$ cat config.mk
export PLATFORM = sky130hd
export DESIGN_NAME = user_irq_debounce_flat
export DESIGN_NICKNAME = d
export VERILOG_FILES = /design/src/rtl/user_irq_debounce_if.sv /design/src/rtl/user_irq_debounce.sv /design/src/flat_wrapper.sv
export SDC_FILE = /design/constraint.sdc
export NUM_CORES = 1
export LEC_CHECK = 0
export BUFFER_PORTS_ARGS = -buffer_cell sky130_fd_sc_hd__buf_2
export CAP_MARGIN = 20
export CORE_MARGIN = 4
export CORE_UTILIZATION = 55
export CTS_BUF_LIST = sky130_fd_sc_hd__clkbuf_4
export CTS_CLUSTER_SIZE = 8
export DETAILED_ROUTE_END_ITERATION = 6
export PLACE_DENSITY = 0.76
export SLEW_MARGIN = 20
export SYNTH_ARGS = -nofsm -noshare
export SYNTH_HDL_FRONTEND = slang
export SYNTH_SLANG_ARGS = --single-unit
export TNS_END_PERCENT = 30
$ cat constraint.sdc
create_clock -name io_systemClk -period 2 [get_ports io_systemClk]
set_input_delay 0.2 -clock io_systemClk [delete_from_list [all_inputs] [get_ports io_systemClk]]
set_output_delay 0.2 -clock io_systemClk [all_outputs]
set_load 0.03 [all_outputs]
$ cat src/rtl/user_irq_debounce_if.sv
// Button/interrupt bundle between the debounce block and the SoC GPIO side.
// The SoC (or a bench) drives through master; the debounce block uses slave.
interface user_irq_debounce_if #(
    parameter int WIDTH = 2
);
    logic [WIDTH-1:0] btn_raw;
    logic [WIDTH-1:0] btn_level;
    logic [WIDTH-1:0] irq_mask;
    logic [WIDTH-1:0] irq_clear;
    logic [WIDTH-1:0] irq_pending;
    logic             userInterruptA;

    modport master (
        output btn_raw,
        output irq_mask,
        output irq_clear,
        input  btn_level,
        input  irq_pending,
        input  userInterruptA
    );

    modport slave (
        input  btn_raw,
        input  irq_mask,
        input  irq_clear,
        output btn_level,
        output irq_pending,
        output userInterruptA
    );
endinterface

$ cat src/rtl/user_irq_debounce.sv
// Synchronise, debounce and latch per-channel button events into the SoC user IRQ.
// Define USER_IRQ_BOTH_EDGES_EN to latch release events as well as presses.
module user_irq_debounce #(
    parameter int WIDTH           = 2,
    parameter int DEBOUNCE_CYCLES = 500000,
    parameter int CNT_W           = 20
) (
    input  logic                io_systemClk,
    input  logic                io_systemReset,
    user_irq_debounce_if.slave  bus
);
    localparam logic [CNT_W-1:0] CNT_LAST = CNT_W'(DEBOUNCE_CYCLES - 1);

    logic [WIDTH-1:0] r_sync1;
    logic [WIDTH-1:0] r_sync2;
    logic [WIDTH-1:0] r_stable;
    logic [CNT_W-1:0] r_cnt [WIDTH];
    logic [WIDTH-1:0] r_pending;
    logic             r_irq;

    logic [WIDTH-1:0] w_accept;
    logic [WIDTH-1:0] w_event;

    // NOTE: non-blocking assignments keep this a real two-stage chain; blocking would collapse it.
    always_ff @(posedge io_systemClk) begin
        if (io_systemReset) begin
            r_sync1 <= '0;
            r_sync2 <= '0;
        end else begin
            r_sync1 <= bus.btn_raw;
            r_sync2 <= r_sync1;
        end
    end

    // NOTE: default first so no path through the loop leaves w_accept unassigned (no latch).
    always_comb begin
        w_accept = '0;
        for (int i = 0; i < WIDTH; i++) begin
            w_accept[i] = (r_sync2[i] != r_stable[i]) && (r_cnt[i] == CNT_LAST);
        end
    end

`ifdef USER_IRQ_BOTH_EDGES_EN
    assign w_event = w_accept;
`else
    assign w_event = w_accept & r_sync2;
`endif

    // Counting stops at CNT_LAST because that cycle is always an accept, so no wrap.
    always_ff @(posedge io_systemClk) begin
        if (io_systemReset) begin
            r_stable <= '0;
            for (int i = 0; i < WIDTH; i++) begin
                r_cnt[i] <= '0;
            end
        end else begin
            for (int i = 0; i < WIDTH; i++) begin
                if (r_sync2[i] == r_stable[i]) begin
                    r_cnt[i] <= '0;
                end else if (w_accept[i]) begin
                    r_stable[i] <= r_sync2[i];
                    r_cnt[i]    <= '0;
                end else begin
                    r_cnt[i] <= r_cnt[i] + CNT_W'(1);
                end
            end
        end
    end

    // An event on the same cycle as a clear wins, so no press is ever lost.
    always_ff @(posedge io_systemClk) begin
        if (io_systemReset) begin
            r_pending <= '0;
            r_irq     <= 1'b0;
        end else begin
            r_pending <= w_event | (r_pending & ~bus.irq_clear);
            r_irq     <= |(r_pending & bus.irq_mask);
        end
    end

    assign bus.btn_level      = r_stable;
    assign bus.irq_pending    = r_pending;
    assign bus.userInterruptA = r_irq;
endmodule

$ cat src/flat_wrapper.sv
// flat-port wrapper written by rule: the top's interface ports become plain ports
module user_irq_debounce_flat 
#(
    parameter int WIDTH           = 2,
    parameter int DEBOUNCE_CYCLES = 500000,
    parameter int CNT_W           = 20
)
  (io_systemClk, io_systemReset, bus_btn_raw, bus_irq_mask, bus_irq_clear, bus_btn_level, bus_irq_pending, bus_userInterruptA);
  user_irq_debounce_if #(.WIDTH(WIDTH)) bus_i ();
  input  logic io_systemClk;
  input  logic io_systemReset;
  input wire logic [$bits(bus_i.btn_raw)-1:0] bus_btn_raw;
  input wire logic [$bits(bus_i.irq_mask)-1:0] bus_irq_mask;
  input wire logic [$bits(bus_i.irq_clear)-1:0] bus_irq_clear;
  output wire logic [$bits(bus_i.btn_level)-1:0] bus_btn_level;
  output wire logic [$bits(bus_i.irq_pending)-1:0] bus_irq_pending;
  output wire logic [$bits(bus_i.userInterruptA)-1:0] bus_userInterruptA;
  assign bus_i.btn_raw = bus_btn_raw;
  assign bus_i.irq_mask = bus_irq_mask;
  assign bus_i.irq_clear = bus_irq_clear;
  assign bus_btn_level = bus_i.btn_level;
  assign bus_irq_pending = bus_i.irq_pending;
  assign bus_userInterruptA = bus_i.userInterruptA;
  user_irq_debounce #(.WIDTH(WIDTH), .DEBOUNCE_CYCLES(DEBOUNCE_CYCLES), .CNT_W(CNT_W)) u_core (.io_systemClk(io_systemClk), .io_systemReset(io_systemReset), .bus(bus_i));
endmodule
After elaboration in Yosys (flattened, before gate mapping)
Memories as Yosys holds them, arrays and structs flattened.
Index checks and enable logic that the tools add are counted.
- register bits after elaboration: 9
- bits of input ports: 8
- memories: 1
- logic and storage cells: 63
- bits in writable memories: 40
- output and inout bits: 5
- bitwise operators: 13
- equal/unequal tests: 6
- reduce and logical (&&, ||, !) cells: 5
- multiplexer cells: 30
- add/subtract/negate cells: 2
- memories (memory ; depth ; bits a word ; read ports ; clocked after Yosys merged registers in ; wr ports ; line ; RTL):
    u_core.r_cnt ; 2 ; 20 ; 2 ; 0 ; 2 ; user_irq_debounce.sv:17 ; logic [CNT_W-1:0] r_cnt [WIDTH];
- operators with widths (kind ; number):
    $mux 20 ; 6
    $add 20x1->20 const B ; 2
    $eq 20x19->1 const B ; 2
    $mux 1 ; 24
    $and 2x2->2 ; 3
    $or 1x1->1 ; 6
    $reduce_and 2->1 ; 2
    $eq 1x1->1 ; 2
    $logic_and 1x1->1 ; 2
    $ne 1x1->1 ; 2
    $not 1->1 ; 2
    $not 2->2 ; 1
    $or 2x2->2 ; 1
    $reduce_or 2->1 ; 1

Depth between registers and ports, before layout
Gate-level depths: netlist of run 1.
- depth after elaboration: 8
- mapped depth: 7
- depth with buffers taken out: 5

Least setup slack after synthesis of run 1
No wires, ideal clock.
- kind: reg-to-reg
- start point: memory u_core.r_cnt[0][10]
- end point: memory u_core.r_cnt[0][12], data pin
- clock period less this slack: 1984 ps
- path buffers: 2
- required time: 1745 ps
- arrival time: 1729 ps
- path slack: 16 ps
- library setup time: 255 ps
- stages on the path, launching flop included: 7
- cells stage by stage: edfxtp_1 -> or4b_4 -> nor4_4 -> a211o_2 -> buf_6 -> buf_12 -> nor2_1
- RTL lines (what ; line):
    from (decl) ; user_irq_debounce.sv:17

==> results of run 1 <==
placed cells by master, fill, tap and decap left out, types with 3 or more instances in the layout:
| cell type | instances |
|---|---|
| a21oi_1 | 16 |
| xor2_1 | 10 |
| nand2_1 | 9 |
| conb_1 | 40 |
| buf_4 | 13 |
| a21bo_2 | 3 |
| and3_1 | 6 |
| or3_1 | 7 |
| nor2b_1 | 5 |
| xnor2_1 | 16 |
| or4_1 | 4 |
| dfxtp_1 | 9 |
| o21ai_0 | 7 |
| buf_2 | 12 |
| nand3_1 | 12 |
| nor4_1 | 6 |
| clkbuf_4 | 6 |
| nor2_1 | 31 |
| edfxtp_1 | 40 |
| nor3_1 | 5 |
| inv_1 | 8 |
| nand4_1 | 12 |
| o31ai_1 | 3 |
how the worst max path moves through the flow:
stage	start	end	slack, ns	cells past startpoint
2_1_floorplan	u_core.r_cnt[0][10]$_SDFFCE_PN0P_	u_core.r_cnt[0][12]$_SDFFCE_PN0P_	0.02	6
3_3_place_gp	u_core.r_cnt[0][10]$_SDFFCE_PN0P_	u_core.r_cnt[0][11]$_SDFFCE_PN0P_	0.08	4
3_5_place_dp	u_core.r_cnt[0][10]$_SDFFCE_PN0P_	u_core.r_cnt[0][8]$_SDFFCE_PN0P_	0.02	4
4_1_cts	u_core.r_cnt[0][10]$_SDFFCE_PN0P_	u_core.r_cnt[0][8]$_SDFFCE_PN0P_	0.01	4
5_1_grt	u_core.r_cnt[0][0]$_SDFFCE_PN0P_	u_core.r_cnt[0][16]$_SDFFCE_PN0P_	-0.03	5
6_report	u_core.r_cnt[0][0]$_SDFFCE_PN0P_	u_core.r_cnt[0][16]$_SDFFCE_PN0P_	0.05	5
registers in the layout (all words and copies together) (netlist names):
signal / count
u_core.bus.userInterruptA: 1
u_core.r_sync2: 2
u_core.bus.irq_pending: 2
u_core.bus.btn_level: 2
u_core.r_sync1: 2
u_core.r_cnt: 40
cell families after synthesis:
kind of cell | after synthesis
adders and majority gates | 2
DFF | 49
xor gates and xnor gates | 26
AOI/OAI and AO/OA | 32
and+or+nand+nor | 114
buffers and inverters | 13
other | 1
metrics by stage:
stage               instances  hold WS [ns]  total power [mW]  TNS, ns
finish                    356        0.0372              1.74        0
global route              356        0.0343              1.82  -0.0324
CTS                       356        0.0253              1.75        0
detailed placement        348         0.418              1.30        0
global placement          348         0.417              1.29        0
floorplan                 276         0.328              1.26        0
final cells by class:
cell class | instances | share of cell area
well taps | 52 | 0.0221
flip-flops and latches | 49 | 0.469
clock buffers | 6 | 0.0153
multi-input cells | 214 | 0.426
inverters | 8 | 0.0102
repair buffers | 25 | 0.0535
clock inverters | 2 | 0.00340
layer usage:
metal | global-route usage | vias to the layer above | routed length [µm]
met5 | 0 | - | 0
met4 | 0.0542 | 0 | 73
met3 | 0.0414 | 5 | 239
met2 | 0.247 | 36 | 2000
met1 | 0.234 | 880 | 2250
li1 | - | 971 | -
worst reg2reg max path: cells and delay by family, from the launching register on:
family | cells | cell delay [ns]
fa+ha+maj | 1 | 0.21
compound gates | 1 | 0.18
simple gates | 3 | 1.04
flops | 1 | 0.38
report_power, final:
part	leakage, nW	switching (mW)	internal, mW
Sequential	0.486	0.0410	1.14
Clock	0.0354	0.312	0.148
Combinational	0.548	0.0548	0.0436
Total	1.07	0.408	1.33
repair_timing:
| action | CTS | global route |
|---|---|---|
| buffers inserted | 0 | 0 |
| gates resized for setup | 0 | 1 |
| endpoints found under the setup margin | 0 | 19 |
==> results.sh, run 1 <==
export IMPL_outcome="completed"
export IMPL_critical_path_required_ns=2.23
export IMPL_cp_arrival_ns=2.18
export IMPL_die_y_um=76.2
export IMPL_cts_sinks=49
export IMPL_initial_utilization=0.579
export IMPL_synth_area_um2=2550
export IMPL_crit_path_start_kind="flop"
export IMPL_synthAdderAreaFrac=0.00979
export IMPL_diodes=0
export IMPL_routedWlPerCell_um=12.8
export IMPL_h_tree_depth=2
export IMPL_viasPerCell=5.31
export IMPL_placed_cell_area_um2=2880
export IMPL_cts_tree="yes"
export IMPL_gp_congestion=0.805
export IMPL_r2r_cells=5
export IMPL_hp_class="in -> reg"
export IMPL_min_path_cells=2
export IMPL_antenna_found_initial=0
export IMPL_crit_type="reg -> reg"
export IMPL_post_synth_top_count_cell="edfxtp_1"
export IMPL_multi_input_area_um2=1250
export IMPL_insertion_delay_ns=0.37
export IMPL_rows=24
export IMPL_reg2reg_slack_ns=0.05
export IMPL_finalHoldViolCount=0
export IMPL_ys_types=41
export IMPL_fmax_mhz=513
export IMPL_worst_r2r_endpoint="u_core.r_cnt[0][16]$_SDFFCE_PN0P_"
export IMPL_pre_cts_ws_ns=0.0232
export IMPL_cts_hold_fix_buffers=0
export IMPL_p_leak_nw=1.07
export IMPL_seq_area_frac_synth=0.541
export IMPL_maxCapViolations=0
export IMPL_drc=0
export IMPL_cts_made_buffers=5
export IMPL_die_area_um2=5800
export IMPL_stdcell_area_um2=2940
export IMPL_syn_avg_cell_area_um2=10.8
export IMPL_fillers=369
export IMPL_routed_via_count=1892
export IMPL_holdPathEnd="u_core.r_sync1[1]$_SDFF_PP0_"
export IMPL_setup_viol=0
export IMPL_muxShareOfSynthArea=0
export IMPL_drtPass1Iterations=4
export IMPL_antenna_left=0
export IMPL_fin_ws_ns=0.0503
export IMPL_rr_startpoint="u_core.r_cnt[0][0]$_SDFFCE_PN0P_"
export IMPL_synth_top_area_frac=0.470
export IMPL_fin_crit_ns=1.95
export IMPL_synth_edf_count=40
export IMPL_fin_crit_sh=0.975
export IMPL_grt_usage=0.165
export IMPL_worst_path_max_fanout=6
export IMPL_synthCells=237
export IMPL_grt_max_degree=21
export IMPL_drt_iter0_markers=118
export IMPL_ir_drop_mv=0.482
export IMPL_fin_nets=313
export IMPL_synthTopCellsByArea="edfxtp_1, dfxtp_1, xnor2_1"
export IMPL_cts_buffer_depth=2
export IMPL_first_global_vias=1768
export IMPL_yosysWarnings=0
export IMPL_drive_gt1_frac=0.145
export IMPL_end_kind="flop"
export IMPL_final_max_slew_viol_count=0
export IMPL_synth_compound_area_frac=0.0759
export IMPL_io_pins=13
export IMPL_synth_xor_area_frac=0.0891
export IMPL_skew_ns=0.0114
export IMPL_drt_wl_total_mm=4.56
export IMPL_overflow=0
export IMPL_cts_root_buffer_cell="clkbuf_4"
export IMPL_ys_seq_elements=49
export IMPL_path_delay_family="simple AND/OR/NAND/NOR gates"
export IMPL_synth_ff_type="edfxtp_1"
export IMPL_async_flop_share=0
export IMPL_syn_to_final_growth_pct=15.2
export IMPL_fin_util=0.667
export IMPL_core_um2=4410
export IMPL_grt_pass1_wl_mm=7.87
export IMPL_min_from="bus_btn_raw[1]"
export IMPL_fp_dieW_um=76.2
export IMPL_clkTransAtPathRegs_ns=0.14
export IMPL_seqCellArea_um2=1380
export IMPL_yosys_top_cells_count="edfxtp_1, nor2_1, a21oi_1, xnor2_1"
export IMPL_synthSimpleGateAreaFrac=0.255
export IMPL_cpMaxStageDelayCell="or4_1"
export IMPL_synth_top_cell_by_area="edfxtp_1"
export IMPL_path_buf_inv=0
export IMPL_synth_top_family_by_area="simple AND/OR/NAND/NOR gates"
export IMPL_p_per_area_nw_per_um2=591
export IMPL_dpl_hpwl_mm=3.37
export IMPL_cp_slowest_stage_delay_ns=0.53
export IMPL_rsz0062_at_grt="yes"
export IMPL_port_buffer_count=12
export IMPL_cp_cell_sequence="ha_1 -> and4_1 -> nand4_1 -> or4_1 -> a21oi_1"
No activity file was read; power rests on OpenSTA's default activity.
==> run 2: changes to the inputs <==
- CORE_ASPECT_RATIO: unset -> 1.5
==> run 2 against run 1 <==
Worst hold slack better by 0.0089 ns. Largest power group unchanged. Routed wire length up 2.3%. Critical endpoint is now u_core.r_cnt[0][6]$_SDFFCE_PN0P_. Register-to-register slack better by 0.05 ns. Sequential power about the same. Die area up 0.39%.
==> results.sh, run 2 (synthesis results as in run 1) <==
export IMPL_h_tree_depth=2
export IMPL_cp_slowest_stage_delay_ns=0.56
export IMPL_route_met3_wl_um=74
export IMPL_reg2reg_slack_ns=0.1
export IMPL_top_layer="met4"
export IMPL_cts_made_buffers=5
export IMPL_cts_hold_fix_buffers=0
export IMPL_grt_max_degree=21
export IMPL_min_from="bus_btn_raw[1]"
export IMPL_ir_drop_mv=0.415
export IMPL_gp_congestion=0.857
export IMPL_cts_tree="yes"
export IMPL_antenna_left=0
export IMPL_port_buffer_count=12
export IMPL_rr_startpoint="u_core.r_cnt[0][10]$_SDFFCE_PN0P_"
export IMPL_cts_sinks=49
export IMPL_stdcell_area_um2=2970
export IMPL_die_y_um=91.5
export IMPL_worst_r2r_endpoint="u_core.r_cnt[0][6]$_SDFFCE_PN0P_"
export IMPL_path_buf_inv=0
export IMPL_crit_type="reg -> reg"
export IMPL_min_path_cells=2
export IMPL_path_delay_family="simple AND/OR/NAND/NOR gates"
export IMPL_first_global_vias=1936
export IMPL_fin_nets=313
export IMPL_final_max_slew_viol_count=0
export IMPL_skew_ns=0.0175
export IMPL_crit_path_start_kind="flop"
export IMPL_fin_crit_sh=0.951
export IMPL_drc=0
export IMPL_routed_via_count=1867
export IMPL_p_leak_nw=1.08
export IMPL_setup_viol=0
export IMPL_fin_ws_ns=0.0977
export IMPL_rows=30
export IMPL_cts_buffer_depth=2
export IMPL_insertion_delay_ns=0.36
export IMPL_fp_dieW_um=63.7
export IMPL_drtPass1Iterations=4
export IMPL_io_pins=13
export IMPL_outcome="completed"
export IMPL_placed_cell_area_um2=2880
export IMPL_cp_startpoint="u_core.r_cnt[0][10]$_SDFFCE_PN0P_"
export IMPL_viasPerCell=5.30
export IMPL_die_area_um2=5820
export IMPL_route_met2_wl_mm=2.55
export IMPL_initial_utilization=0.567
export IMPL_cp_cell_sequence="or4b_4 -> nor4_4 -> a211o_4 -> nor2_1"
export IMPL_grt_usage=0.182
export IMPL_path_depth=4
export IMPL_routedWlPerCell_um=13.2
export IMPL_dp_cells=343
export IMPL_cp_arrival_ns=2.03
export IMPL_pre_cts_ws_ns=0.0192
export IMPL_fin_cells=352
export IMPL_antenna_found_initial=0
export IMPL_diodes=0
export IMPL_p_per_area_nw_per_um2=586
export IMPL_fin_crit_ns=1.90
export IMPL_wl_met1_mm=1.90
export IMPL_drive_gt1_frac=0.155
export IMPL_drt_iter0_markers=97
export IMPL_finalHoldViolCount=0
export IMPL_overflow=0
export IMPL_clkTransAtPathRegs_ns=0.13
export IMPL_cpMaxStageDelayCell="or4b_4"
export IMPL_worst_path_max_fanout=19
export IMPL_dpl_hpwl_mm=3.52
export IMPL_core_um2=4500
export IMPL_cp_endpoint="u_core.r_cnt[0][6]$_SDFFCE_PN0P_"
export IMPL_end_kind="flop"
export IMPL_critical_path_required_ns=2.13
export IMPL_fmax_mhz=526
export IMPL_grt_pass1_wl_mm=8.37
export IMPL_largest_reg_flops=40
export IMPL_drt_wl_total_mm=4.66
export IMPL_fillers=383
export IMPL_fin_util=0.658
export IMPL_syn_to_final_growth_pct=16.1
export IMPL_maxCapViolations=0
export IMPL_hp_class="in -> reg"
export IMPL_r2r_cells=4
export IMPL_largest_register="u_core.r_cnt"
export IMPL_layout_common_cells="edfxtp_1, conb_1, nor2_1"
export IMPL_cts_root_buffer_cell="clkbuf_4"
-- run 2: cell count changes in the layout (fill, tap and decap cells not counted), sizes merged --
| cell | change |
|---|---|
| clkbuf | +1 |
| clkinv | -1 |
-- run 2: how the worst min path moves through the flow --
stage	to	slack (ns)
3_3_place_gp	u_core.r_sync1[1]$_SDFF_PP0_	0.41
2_1_floorplan	u_core.r_sync1[0]$_SDFF_PP0_	0.33
3_5_place_dp	u_core.r_sync1[1]$_SDFF_PP0_	0.42
5_1_grt	u_core.bus.userInterruptA$_SDFF_PP0_	0.04
4_1_cts	u_core.r_sync1[1]$_SDFF_PP0_	0.02
6_report	u_core.r_sync1[1]$_SDFF_PP0_	0.05
-- run 2: stage by stage --
step	total power, mW	hold slack (ns)	setup TNS [ns]
after global routing	1.83	0.0389	-0.00413
after global placement	1.30	0.414	0
after CTS	1.75	0.0236	0
after detailed placement	1.30	0.418	0
after floorplan	1.26	0.328	0
final	1.74	0.0461	0
-- run 2: layer usage --
| metal | global-route usage | vias up |
|---|---|---|
| li1 | - | 974 |
| met2 | 0.324 | 15 |
| met4 | 0.106 | 0 |
| met3 | 0.0421 | 13 |
| met1 | 0.191 | 865 |
| met5 | 0 | - |
-- run 2: cell type report --
cell class	instances	area, µm²	area share
Sequential cell	49	1380	0.466
Multi-Input combinational cell	214	1270	0.427
Timing Repair Buffer	25	170	0.0574
Tap cell	48	60.1	0.0203
Clock buffer	7	52.6	0.0177
Inverter	8	30.0	0.0101
Clock inverter	1	5.00	0.00169
-- run 2: where the power goes --
group          switching [mW]  leakage [nW]  internal [mW]
clock network           0.289        0.0361          0.165
logic                  0.0558         0.555         0.0456
registers              0.0407         0.486           1.14
total                   0.386          1.08           1.35
-- run 2: what timing repair did --
action	CTS	global route
gates resized for setup	0	4
setup endpoints to repair	0	20
hold endpoints to repair	0	0
buffers inserted	0	1
==> run 3: changes to the inputs <==
- BUFFER_PORTS_ARGS: -buffer_cell sky130_fd_sc_hd__buf_2 -> unset
- DONT_BUFFER_PORTS: unset -> 1
- PLACE_DENSITY: 0.76 -> 0.73
- SKIP_CTS_REPAIR_TIMING: unset -> 1
==> run 3 against run 2 <==
Final area rose by 0.84%. Setup slack got worse by 0.032 ns. Utilization rose by 0.56 points. Critical path type unchanged. Critical endpoint is now u_core.r_cnt[0][16]$_SDFFCE_PN0P_. Largest cell class unchanged.
==> results.sh, run 3 (synthesis results as in run 1) <==
export IMPL_routedWlPerCell_um=13.7
export IMPL_critical_path_required_ns=2.22
export IMPL_cts_sinks=49
export IMPL_final_max_slew_viol_count=0
export IMPL_end_kind="flop"
export IMPL_min_from="io_systemReset"
export IMPL_largest_register="u_core.r_cnt"
export IMPL_viasPerCell=5.49
export IMPL_fin_crit_ns=1.93
export IMPL_seqCellArea_um2=1380
export IMPL_reg2reg_slack_ns=0.07
export IMPL_gp_congestion=0.827
export IMPL_drt_wl_total_mm=4.76
export IMPL_core_um2=4500
export IMPL_cts_tree="yes"
export IMPL_worst_r2r_endpoint="u_core.r_cnt[0][16]$_SDFFCE_PN0P_"
export IMPL_drt_iter0_markers=96
export IMPL_fin_ws_ns=0.0662
export IMPL_r2r_cells=5
export IMPL_drive_gt1_frac=0.110
export IMPL_syn_to_final_growth_pct=17.0
export IMPL_skew_ns=0.0150
export IMPL_fp_dieW_um=63.7
export IMPL_fin_util=0.664
export IMPL_cts_root_buffer_cell="clkbuf_4"
export IMPL_antenna_left=0
export IMPL_die_y_um=91.5
export IMPL_setup_viol=0
export IMPL_layout_common_cells="edfxtp_1, conb_1, nor2_1"
export IMPL_rr_startpoint="u_core.r_cnt[0][1]$_SDFFCE_PN0P_"
export IMPL_min_path_cells=2
export IMPL_crit_path_start_kind="flop"
export IMPL_worst_path_max_fanout=5
export IMPL_initial_utilization=0.567
export IMPL_drtPass1Iterations=4
export IMPL_maxCapViolations=0
export IMPL_hp_class="in -> reg"
export IMPL_port_buffer_count=0
export IMPL_cts_made_buffers=5
export IMPL_multi_input_area_um2=1260
export IMPL_outcome="completed"
export IMPL_diodes=0
export IMPL_grt_max_degree=21
export IMPL_h_tree_depth=2
export IMPL_die_area_um2=5820
export IMPL_pre_cts_ws_ns=0.00995
export IMPL_insertion_delay_ns=0.36
export IMPL_dp_cells=332
export IMPL_finalHoldViolCount=0
export IMPL_grt_usage=0.169
export IMPL_rows=30
export IMPL_whs_ns=0.257
export IMPL_drc=0
export IMPL_overflow=0
export IMPL_fillers=373
export IMPL_rsz0062_at_grt="yes"
export IMPL_routed_via_count=1904
export IMPL_cts_buffer_depth=2
export IMPL_io_pins=13
export IMPL_cp_arrival_ns=2.16
export IMPL_ir_drop_mv=0.432
export IMPL_fin_nets=308
export IMPL_first_global_vias=1822
export IMPL_fin_crit_sh=0.967
export IMPL_finalPower_mw=1.86
export IMPL_holdPathEnd="u_core.r_cnt[0][15]$_SDFFCE_PN0P_"
export IMPL_crit_type="reg -> reg"
export IMPL_fmax_mhz=517
export IMPL_antenna_found_initial=0
export IMPL_p_per_area_nw_per_um2=621
export IMPL_grt_pass1_wl_mm=7.76
export IMPL_dpl_hpwl_mm=3.41
export IMPL_fin_cells=347
export IMPL_p_leak_nw=1.06
export IMPL_largest_reg_flops=40
export IMPL_clkTransAtPathRegs_ns=0.14
==> run 3: changes by cell type in the layout (fill, tap and decap cells not counted), sizes merged <==
cell / delta
buf: -12
bufinv: +1
clkbuf: -1
dlygate4sd3: +7
==> run 3: area by class of cell <==
cell class / count / area share
timing repair buffer: 20 / 0.0603
tap: 48 / 0.0201
clock inverter: 2 / 0.0113
sequential: 49 / 0.462
inverter: 8 / 0.0100
multi-input combinational: 214 / 0.421
clock buffer: 6 / 0.0151
==> run 3: metal layers <==
layer,track usage,routed length [µm]
met1,0.183,1890
met2,0.304,2660
met3,0.0334,97
met4,0.0865,109
met5,0,0
==> run 3: worst max-delay path: stages, from the launching register on <==
cell and delay [ns]:
edfxtp_1 0.39, ha_1 0.22, and4_2 0.30, nand4_1 0.20
or4_1 0.52, a21oi_1 0.16
==> run 3: how the worst max path moves through the flow <==
stage                                 startpoint                                 to  cells after the start
2_1_floorplan  u_core.r_cnt[0][10]$_SDFFCE_PN0P_  u_core.r_cnt[0][12]$_SDFFCE_PN0P_                      6
3_3_place_gp   u_core.r_cnt[0][10]$_SDFFCE_PN0P_  u_core.r_cnt[0][12]$_SDFFCE_PN0P_                      4
3_5_place_dp   u_core.r_cnt[0][10]$_SDFFCE_PN0P_   u_core.r_cnt[0][6]$_SDFFCE_PN0P_                      4
4_1_cts         u_core.r_cnt[0][7]$_SDFFCE_PN0P_   u_core.r_cnt[0][6]$_SDFFCE_PN0P_                      4
5_1_grt         u_core.r_cnt[0][1]$_SDFFCE_PN0P_  u_core.r_cnt[0][16]$_SDFFCE_PN0P_                      5
6_report        u_core.r_cnt[0][1]$_SDFFCE_PN0P_  u_core.r_cnt[0][16]$_SDFFCE_PN0P_                      5
==> run 3: power breakdown <==
part,switching [mW],total [mW],internal [mW]
Sequential,0.0409,1.18,1.14
Combinational,0.0548,0.103,0.0481
Clock,0.300,0.574,0.274
==> run 3: per-stage QoR <==
| step | instance area (µm²) | TNS, ns |
|---|---|---|
| after floorplan | 2700 | 0 |
| after global placement | 2830 | 0 |
| after detailed placement | 2830 | 0 |
| after CTS | 2910 | -0.00672 |
| after global routing | 2990 | -0.0273 |
| final | 2990 | 0 |
